File: config.mk
export PLATFORM = sky130hd
export DESIGN_NAME = avalon_csr_bank_flat
export DESIGN_NICKNAME = d
export VERILOG_FILES = /design/src/rtl/avalon_csr_pkg.sv /design/src/rtl/avalon_csr_bank_if.sv /design/src/rtl/avalon_rd_pipe.sv /design/src/rtl/avalon_csr_bank.sv /design/src/flat_wrapper.sv
export SDC_FILE = /design/constraint.sdc
export NUM_CORES = 1
export LEC_CHECK = 0
export BUFFER_PORTS_ARGS = -buffer_cell sky130_fd_sc_hd__buf_2
export CAP_MARGIN = 20
export CORE_ASPECT_RATIO = 0.5
export CORE_MARGIN = 4
export CORE_UTILIZATION = 39
export DETAILED_ROUTE_END_ITERATION = 10
export HOLD_SLACK_MARGIN = 0.08
export SLEW_MARGIN = 30
export SYNTH_ARGS = -nofsm -noshare
export SYNTH_HDL_FRONTEND = slang
export SYNTH_SLANG_ARGS = --single-unit
File: constraint.sdc
create_clock -name clk -period 2.8 [get_ports clk]
set_clock_uncertainty 0.05 [all_clocks]
set_input_delay 0.56 -clock clk [delete_from_list [all_inputs] [get_ports clk]]
set_output_delay 0.56 -clock clk [all_outputs]
set_load 0.005 [all_outputs]
File: src/rtl/avalon_csr_pkg.sv
// avalon_csr_pkg: register map, default version and access-type lookup for avalon_csr_bank.
package avalon_csr_pkg;
    localparam int unsigned A_NUMPKTS   = 0;
    localparam int unsigned A_START     = 1;
    localparam int unsigned A_STOP      = 2;
    localparam int unsigned A_PKTLENGTH = 3;
    localparam int unsigned A_PAYLOAD   = 4;
    localparam int unsigned A_VERSION   = 5;
    localparam int unsigned A_SCRATCH   = 6;
    localparam int unsigned A_PKT_COUNT = 7;
    localparam logic [63:0] VERSION_DEFAULT = 64'h12;
    typedef enum logic [1:0] {RW, RO, CMD} access_t;
    function automatic access_t access_of(input logic [31:0] a);
        return (a == A_START || a == A_STOP) ? CMD :
               (a == A_VERSION || a == A_PKT_COUNT) ? RO : RW;
    endfunction
endpackage

File: src/rtl/avalon_csr_bank_if.sv
// avalon_csr_bank_if: Avalon-MM slave bus signals with master/slave views.
interface avalon_csr_bank_if #(parameter int DATA_W = 32, parameter int ADDR_W = 3);
    logic [ADDR_W-1:0]   address;
    logic                read;
    logic                write;
    logic [DATA_W-1:0]   writedata;
    logic [DATA_W/8-1:0] byteenable;
    logic [DATA_W-1:0]   readdata;
    logic                readdatavalid;
    modport master(output address, read, write, writedata, byteenable, input readdata, readdatavalid);
    modport slave(input address, read, write, writedata, byteenable, output readdata, readdatavalid);
endinterface

File: src/rtl/avalon_rd_pipe.sv
// avalon_rd_pipe: LAT-stage valid/data shift register for the fixed-latency read path.
module avalon_rd_pipe #(
    parameter int DATA_W = 32,
    parameter int LAT    = 1
) (
    input  logic              clk,
    input  logic              reset_n,
    input  logic              valid_i,
    input  logic [DATA_W-1:0] data_i,
    output logic              valid_o,
    output logic [DATA_W-1:0] data_o
);
    logic              vld_q [LAT];
    logic [DATA_W-1:0] dat_q [LAT];
    for (genvar s = 0; s < LAT; s++) begin : g_stage
        always_ff @(posedge clk or negedge reset_n)
            if (!reset_n) begin
                vld_q[s] <= 1'b0;
                dat_q[s] <= '0;
            end else begin
                vld_q[s] <= (s == 0) ? valid_i : vld_q[(s == 0) ? 0 : s-1];
                dat_q[s] <= (s == 0) ? data_i  : dat_q[(s == 0) ? 0 : s-1];
            end
    end
    assign valid_o = vld_q[LAT-1];
    assign data_o  = dat_q[LAT-1];
endmodule

File: src/rtl/avalon_csr_bank.sv
// avalon_csr_bank: Avalon-MM register bank for the packet generator with byte-enabled
// writes, command pulses, a saturating packet counter and a pipelined read path.
module avalon_csr_bank
    import avalon_csr_pkg::*;
#(
    parameter int DATA_W       = 32,
    parameter int NUM_REGS     = 8,
    parameter int ADDR_W       = $clog2(NUM_REGS),
    parameter int READ_LATENCY = 1,
    parameter logic [DATA_W-1:0] VERSION = DATA_W'(VERSION_DEFAULT)
) (
    input  logic              clk,
    input  logic              reset_n,
    avalon_csr_bank_if.slave  bus,
    input  logic              pkt_done,
    output logic [DATA_W-1:0] cfg_numpkts,
    output logic [DATA_W-1:0] cfg_pktlength,
    output logic [DATA_W-1:0] cfg_payload,
    output logic              start_pulse,
    output logic              stop_pulse
);
    localparam int BE_W = DATA_W/8;
    logic [DATA_W-1:0] regs_q [NUM_REGS];
    logic [DATA_W-1:0] regs_d [NUM_REGS];
    logic [DATA_W-1:0] count_q, count_d, rdata, rd_dat;
    logic [31:0]       addr;
    logic              start_q, stop_q, start_cmd, stop_cmd, cmd, rd_req, rd_vld;
    access_t           acc;
    assign addr      = 32'(bus.address);
    assign acc       = access_of(addr);
    assign cmd       = bus.write && acc == CMD && bus.byteenable[0] && bus.writedata[0];
    assign start_cmd = cmd && addr == A_START;
    assign stop_cmd  = cmd && addr == A_STOP;
    // A simultaneous write wins over the read, so the read never enters the pipe.
    assign rd_req    = bus.read && !bus.write;
    assign rdata     = addr == A_VERSION   ? VERSION :
                       addr == A_PKT_COUNT ? count_q :
                       acc == RW           ? regs_q[bus.address] : '0;
    assign count_d   = start_cmd ? '0 : (pkt_done && !(&count_q)) ? count_q + 1'b1 : count_q;
    always_comb begin
        regs_d = regs_q;
        for (int b = 0; b < BE_W; b++)
            if (bus.write && acc == RW && bus.byteenable[b])
                regs_d[bus.address][8*b +: 8] = bus.writedata[8*b +: 8];
    end
    always_ff @(posedge clk or negedge reset_n)
        if (!reset_n) begin
            regs_q  <= '{default: '0};
            count_q <= '0;
            start_q <= 1'b0;
            stop_q  <= 1'b0;
        end else begin
            regs_q  <= regs_d;
            count_q <= count_d;
            start_q <= start_cmd;
            stop_q  <= stop_cmd;
        end
    avalon_rd_pipe #(.DATA_W(DATA_W), .LAT(READ_LATENCY)) u_rd_pipe (
        .clk     (clk),
        .reset_n (reset_n),
        .valid_i (rd_req),
        .data_i  (rd_req ? rdata : '0),
        .valid_o (rd_vld),
        .data_o  (rd_dat)
    );
    assign bus.readdatavalid = rd_vld;
    assign bus.readdata      = rd_dat;
    assign cfg_numpkts       = regs_q[A_NUMPKTS];
    assign cfg_pktlength     = regs_q[A_PKTLENGTH];
    assign cfg_payload       = regs_q[A_PAYLOAD];
    assign start_pulse       = start_q;
    assign stop_pulse        = stop_q;
endmodule

File: src/flat_wrapper.sv
// flat-port wrapper written by rule: the top's interface ports become plain ports
module avalon_csr_bank_flat import avalon_csr_pkg::*;
#(
    parameter int DATA_W       = 32,
    parameter int NUM_REGS     = 8,
    parameter int ADDR_W       = $clog2(NUM_REGS),
    parameter int READ_LATENCY = 1,
    parameter logic [DATA_W-1:0] VERSION = DATA_W'(VERSION_DEFAULT)
)
  (clk, reset_n, pkt_done, cfg_numpkts, cfg_pktlength, cfg_payload, start_pulse, stop_pulse, bus_address, bus_read, bus_write, bus_writedata, bus_byteenable, bus_readdata, bus_readdatavalid);
  avalon_csr_bank_if #(.DATA_W(DATA_W), .ADDR_W(ADDR_W)) bus_i ();
  input  logic clk;
  input  logic reset_n;
  input  logic pkt_done;
  output logic [DATA_W-1:0] cfg_numpkts;
  output logic [DATA_W-1:0] cfg_pktlength;
  output logic [DATA_W-1:0] cfg_payload;
  output logic start_pulse;
  output logic stop_pulse;
  input wire logic [$bits(bus_i.address)-1:0] bus_address;
  input wire logic [$bits(bus_i.read)-1:0] bus_read;
  input wire logic [$bits(bus_i.write)-1:0] bus_write;
  input wire logic [$bits(bus_i.writedata)-1:0] bus_writedata;
  input wire logic [$bits(bus_i.byteenable)-1:0] bus_byteenable;
  output wire logic [$bits(bus_i.readdata)-1:0] bus_readdata;
  output wire logic [$bits(bus_i.readdatavalid)-1:0] bus_readdatavalid;
  assign bus_i.address = bus_address;
  assign bus_i.read = bus_read;
  assign bus_i.write = bus_write;
  assign bus_i.writedata = bus_writedata;
  assign bus_i.byteenable = bus_byteenable;
  assign bus_readdata = bus_i.readdata;
  assign bus_readdatavalid = bus_i.readdatavalid;
  avalon_csr_bank #(.DATA_W(DATA_W), .NUM_REGS(NUM_REGS), .ADDR_W(ADDR_W), .READ_LATENCY(READ_LATENCY), .VERSION(VERSION)) u_core (.clk(clk), .reset_n(reset_n), .bus(bus_i), .pkt_done(pkt_done), .cfg_numpkts(cfg_numpkts), .cfg_pktlength(cfg_pktlength), .cfg_payload(cfg_payload), .start_pulse(start_pulse), .stop_pulse(stop_pulse));
endmodule
; Word-level counts from Yosys, hierarchy flattened
; Index checks and enable logic that the tools add are counted.
[word_totals]
regBits = 323
inputBits = 44
output_inout_bits = 131
elab_cells = 69
[op_classes]
n_addsub = 1
order_cmp = 2
eq_ne = 5
n_mux = 27
n_bitwise = 1
n_reduce_logical = 20
[ops]
columns = cell, count
row1 = $bwmux 256, 4
row2 = $mux 256, 4
row3 = $demux 32 s3, 4
row4 = $mux 32, 9
row5 = $bmux 32 s3, 1
row6 = $add 32x1->32 const B, 1
row7 = $reduce_and 32->1, 1
row8 = $mux 24, 1
row9 = $mux 16, 1
row10 = $logic_and 1x1->1, 13
row11 = $mux 8, 1
row12 = $eq 3x3->1 const B, 2
row13 = $ge 4x4->1 const B, 1
row14 = $lt 4x1->1 const B, 1
row15 = $not 3->4, 1
row16 = $eq 3x1->1 const B, 1
row17 = $eq 3x2->1 const B, 1
row18 = $eq 2x2->1 const B, 1
row19 = $logic_not 1->1, 2
row20 = $logic_not 2->1, 1
row21 = $logic_or 1x1->1, 2
row22 = $mux 2, 1
row23 = $reduce_bool 2->1, 1
row24 = $mux 1, 1

; Longest topological paths before layout
[logic_depth]
ltp_word = 14
depth_mapped = 9
mapped_depth_nobuf = 6

; Hierarchy
; Synthesis repeated with hierarchy kept, for this count alone.
[hier_totals]
cells_unflattened = 866
area_unflattened_um2 = 9661.8
[by_module_without_submodules]
columns = module, instances, cells_per_inst, area_per_inst_um2, seq_area_each_um2
row1 = avalon_csr_bank, 1, 833, 8836.0, 4053.9
row2 = avalon_rd_pipe, 1, 33, 825.8, 825.8

; Least setup slack after synthesis
; No wires, ideal clock.
[synth_path]
path_type = input-to-reg
from = input bus_address[2]
to = register u_core.count_q[16]
setup_ns = 0.124
t_arrival_ns = 2.067
required_time_ns = 2.626
setup_slack_ns = 0.559
stages = 8
path_cell_list = clkbuf_1 > nand4b_1 > or3b_2 > clkbuf_1 > inv_1 > buf_2 > buf_2 > nor2_1
[synth_via]
elab_chain_len = 10
word_cells_on_any_way = 15
classes_between = eq/ne (5) / mux (3) / reduce/logical (7)
[synth_lines]
columns = element, line
row1 = from (decl), flat_wrapper.sv:20  ; input wire logic [$bits(bus_i.address)-1:0] bus_address;
row2 = $eq 3x3->1, avalon_csr_pkg.sv:15  ; (a == A_VERSION || a == A_PKT_COUNT) ? RO : RW;
row3 = $logic_or 1x1->1, avalon_csr_pkg.sv:15
row4 = $mux 1, avalon_csr_pkg.sv:15
row5 = $mux 2, avalon_csr_pkg.sv:14  ; return (a == A_START || a == A_STOP) ? CMD :
row6 = $eq 2x2->1, avalon_csr_bank.sv:31  ; assign cmd = bus.write && acc == CMD && bus.byteenable[0] && bus.writedata[0];
row7 = $logic_and 1x1->1 (3 in a row), avalon_csr_bank.sv:31
row8 = $logic_and 1x1->1 (*), avalon_csr_bank.sv:32  ; assign start_cmd = cmd && addr == A_START;
row9 = via u_core.start_cmd, avalon_csr_bank.sv:27  ; logic start_q, stop_q, start_cmd, stop_cmd, cmd, rd_req, rd_vld;
row10 = $mux 32 / $reduce_bool 2->1 (equally long branches), --
row11 = to (signal assigned), avalon_csr_bank.sv:54  ; count_q <= count_d;
row12 = to (decl), avalon_csr_bank.sv:25  ; logic [DATA_W-1:0] count_q, count_d, rdata, rd_dat;
; Mark *: on every way through the listed nets, which the timed path passes. The rest lies on a longest branch.
; A chain may end at the register's enable or synchronous reset.

; Worst setup path after layout
[layout_path]
from = register u_core.count_q[0]
to = register u_core.count_q[2]
[layout_via]
elab_chain_len = 4
word_cells_on_any_way = 7
classes_between = add/sub (1) / mux (2) / reduce/logical (4)
[layout_lines]
columns = element
row1 = branches (longest 4 deep; another with $add 32x1->32)
; Parallel ways; which one is timed is not known. The select of a mux whose other input is x is not followed.

==> flow_metrics.tcl <==
set metrics [dict create \
    switching_share 0.271 \
    synth_top_family_by_area "multiplexers" \
    overflow 0 \
    max-cap-violations 0 \
    cts_htree_levels 4 \
    ys_ff_latch 195 \
    die_area_sq_um 27400 \
    path_class "reg2reg" \
    fin_nets 962 \
    min_period_ns 2.36 \
    grt_pass1_vias 6859 \
    grt_max_degree 79 \
    die_w_um 230 \
    gp_congestion 0.807 \
    synth_cell_types 53 \
    r2r.worst_path.cells 6 \
    fillers 2274 \
    p_switching_uw 2190 \
    critPathMaxFanout 6 \
    multi_input_area_sq_um 3830 \
    instances_no_fill 1268 \
    wirelength_um 25100 \
    synthMuxAreaShare 0.203 \
    die_height_um 119 \
    rsz0062_at_grt "no" \
    power.internal_uw 5890 \
    async_flop_share 1.00 \
    setup_viol 0 \
    drv_slew 0 \
    grt_usage 0.183 \
    clockPowerShare 0.348 \
    synth_compound_area_frac 0.0912 \
    drcViolationCount 0 \
    tritoncts "done" \
    synthAdderAreaFrac 0.00130 \
    placementRows 40 \
    drive_above_1_share 0.394 \
    synth_area_sq_um 9630 \
    cpPeakStageDelay_ns 0.57 \
    p_comb_frac 0.186 \
    finalCritPeriodShare 0.841 \
    first_pass_iters 4 \
    ys.warnings.count 0 \
    avgSynthCellArea_sq_um 11.5 \
    tns_ns 0 \
    ir_drop_mv 0.341 \
    end_kind "flop" \
    maxClockFrequency_ghz 0.425 \
    post_cts_resized 0 \
    cts_max_path_buffers 2 \
    clk_pin_slew_ns 0.07 \
    via_count 6644 \
    wl_per_cell_um 19.8 \
    vias_per_cell 5.24 \
    p_leak_uw 0.00512 \
    clk_latency_ns 0.43 \
    dpl.hpwl_um 17800 \
    place_inst 1233 \
    drt-initial-drc-count 355 \
    worst_slack_ns 0.445 \
    synth_flop_cell "dfrtp_1" \
    cp-start-kind "flop" \
    ys_seq_area_frac 0.507 \
    p_seq_frac 0.466 \
    tightestPinTransition_ns 0.744 \
    clkSinkCount 195 \
    status "finished clean" \
    synthCells 838 \
    final_common_cell "dfrtp_1" \
    pre_cts_slack_ns 0.435 \
    hold_ws_ns 0.351 \
    root_buffer "clkbuf_16" \
    synth-simple-area-share 0.0918 \
    synth-xor-area-share 0.0109 \
    slew_headroom 0.502 \
    power_density_nw_per_um2 740 \
    port_buffers 174 \
    core-area_sq_um 24100 \
    seq_area_sq_um 4880 \
    hold_class "in2reg" \
    post_cts_buffers 0 \
    antenna_found_initial 2 \
    hold_depth 2 \
    start_util 0.399 \
    crit_top_cell "and3_1" \
    area_growth_pct 13.5 \
    cts_buffers 17 \
    postRouteAntennaNets 0 \
    synth_edf_count 0 \
    path_cells "ha_1, and3_1, and3_1, a31oi_1, a21oi_1, a31o_2" \
    required_ns 3.07 \
    cp_slowest_cell "a31oi_1" \
    power_uw 8090 \
    syn_nets 883 \
    hold_viol 0 \
    arrival_ns 2.63 \
    grt_pass1_wl_um 39500 \
    io_pins 175 \
    layout_common_cells "dfrtp_1, buf_2, mux2_2, nor2_1, mux2i_1" \
    cts_hold_buf 1 \
]
## kinds of logic (layout without fill, tap and decap cells)
group,count (synthesis),count (layout)
mux,179,179
fa+ha+maj,1,1
simple gates,179,179
flops,195,195
other cells,0,2
xor+xnor,12,12
buf+inv,139,231
compound gates,133,133
## cell usage after synthesis, drive strengths merged (4+ instances only)
cell / instances / area, sq um
dfrtp: 195 / 4880
mux2: 128 / 1440
buf: 109 / 802
nor2: 69 / 269
mux2i: 51 / 510
a21oi: 46 / 230
nand2: 36 / 135
o21ai: 32 / 160
clkbuf: 25 / 95.1
o22a: 18 / 158
nand3: 14 / 70.1
xnor2: 12 / 105
nor3: 10 / 55.1
o2111a: 9 / 101
nand4: 8 / 56.3
or3: 8 / 50.1
and3: 7 / 43.8
or4: 6 / 48.8
a211oi: 5 / 37.5
and4: 5 / 45.0
inv: 5 / 18.8
nor4: 5 / 31.3
and2: 4 / 25.0
## sequential cells by signal, summed over array words and instances, names as in the netlist
name,cells
u_core.cfg_numpkts,32
u_core.cfg_payload,32
u_core.cfg_pktlength,32
u_core.count_q,32
u_core.regs_q,32
u_core.u_rd_pipe.data_o,32
u_core.start_pulse,1
u_core.stop_pulse,1
u_core.u_rd_pipe.valid_o,1
## power groups by stage
stage,logic (uW),registers (uW),clock network (uW)
floorplan,1320,3680,0
CTS,1540,3770,2860
global route,1680,3840,2990
detailed placement,1530,3820,0
finish,1510,3770,2810
global placement,1490,3790,0
## routing by layer
| metal | track usage | wire length (um) | up-vias |
|---|---|---|---|
| met2 | 0.297 | 12000 | 142 |
| met1 | 0.245 | 11700 | 3415 |
| li1 | - | - | 3069 |
| met3 | 0.0509 | 1220 | 18 |
| met5 | 0 | 0 | - |
| met4 | 0.0460 | 309 | 0 |
## final cells by class
| type | count | share of cell area |
|---|---|---|
| Clock buffer | 20 | 0.0418 |
| Multi-Input combinational cell | 504 | 0.351 |
| Sequential cell | 195 | 0.447 |
| Tap cell | 336 | 0.0385 |
| Clock inverter | 12 | 0.0206 |
| Inverter | 5 | 0.00172 |
| Timing Repair Buffer | 194 | 0.0993 |
| Antenna cell | 2 | 0.000458 |
## critical path, delay by kind of cell, from the launching register on
family          cells  cell delay (ns)
fa+ha+maj           1             0.26
flops               1             0.44
simple gates        2             0.54
compound gates      3             0.94
## worst paths after layout
path	from	endpoint	slack, ns
hold / removal	bus_writedata[5]	u_core.cfg_pktlength[5]$_DFFE_PN0P_	0.35
max in group asynchronous	reset_n	u_core.cfg_pktlength[31]$_DFFE_PN0P_	1.33
hold reg to reg	u_core.regs_q[34]$_DFFE_PN0P_	u_core.regs_q[34]$_DFFE_PN0P_	0.46
setup / recovery	u_core.count_q[0]$_DFFE_PN0P_	u_core.count_q[2]$_DFFE_PN0P_	0.44
setup reg to reg	u_core.count_q[0]$_DFFE_PN0P_	u_core.count_q[2]$_DFFE_PN0P_	0.44
min in group asynchronous	reset_n	u_core.cfg_payload[15]$_DFFE_PN0P_	0.61
## metrics by stage
step                      cell area, sq um  utilization
after CTS                            10900        0.453
after global routing                 10900        0.453
after detailed placement             10200        0.424
after global placement               10200        0.424
after floorplan                       9630            -
final                                10900        0.453
(Power assumes the default switching activity.)
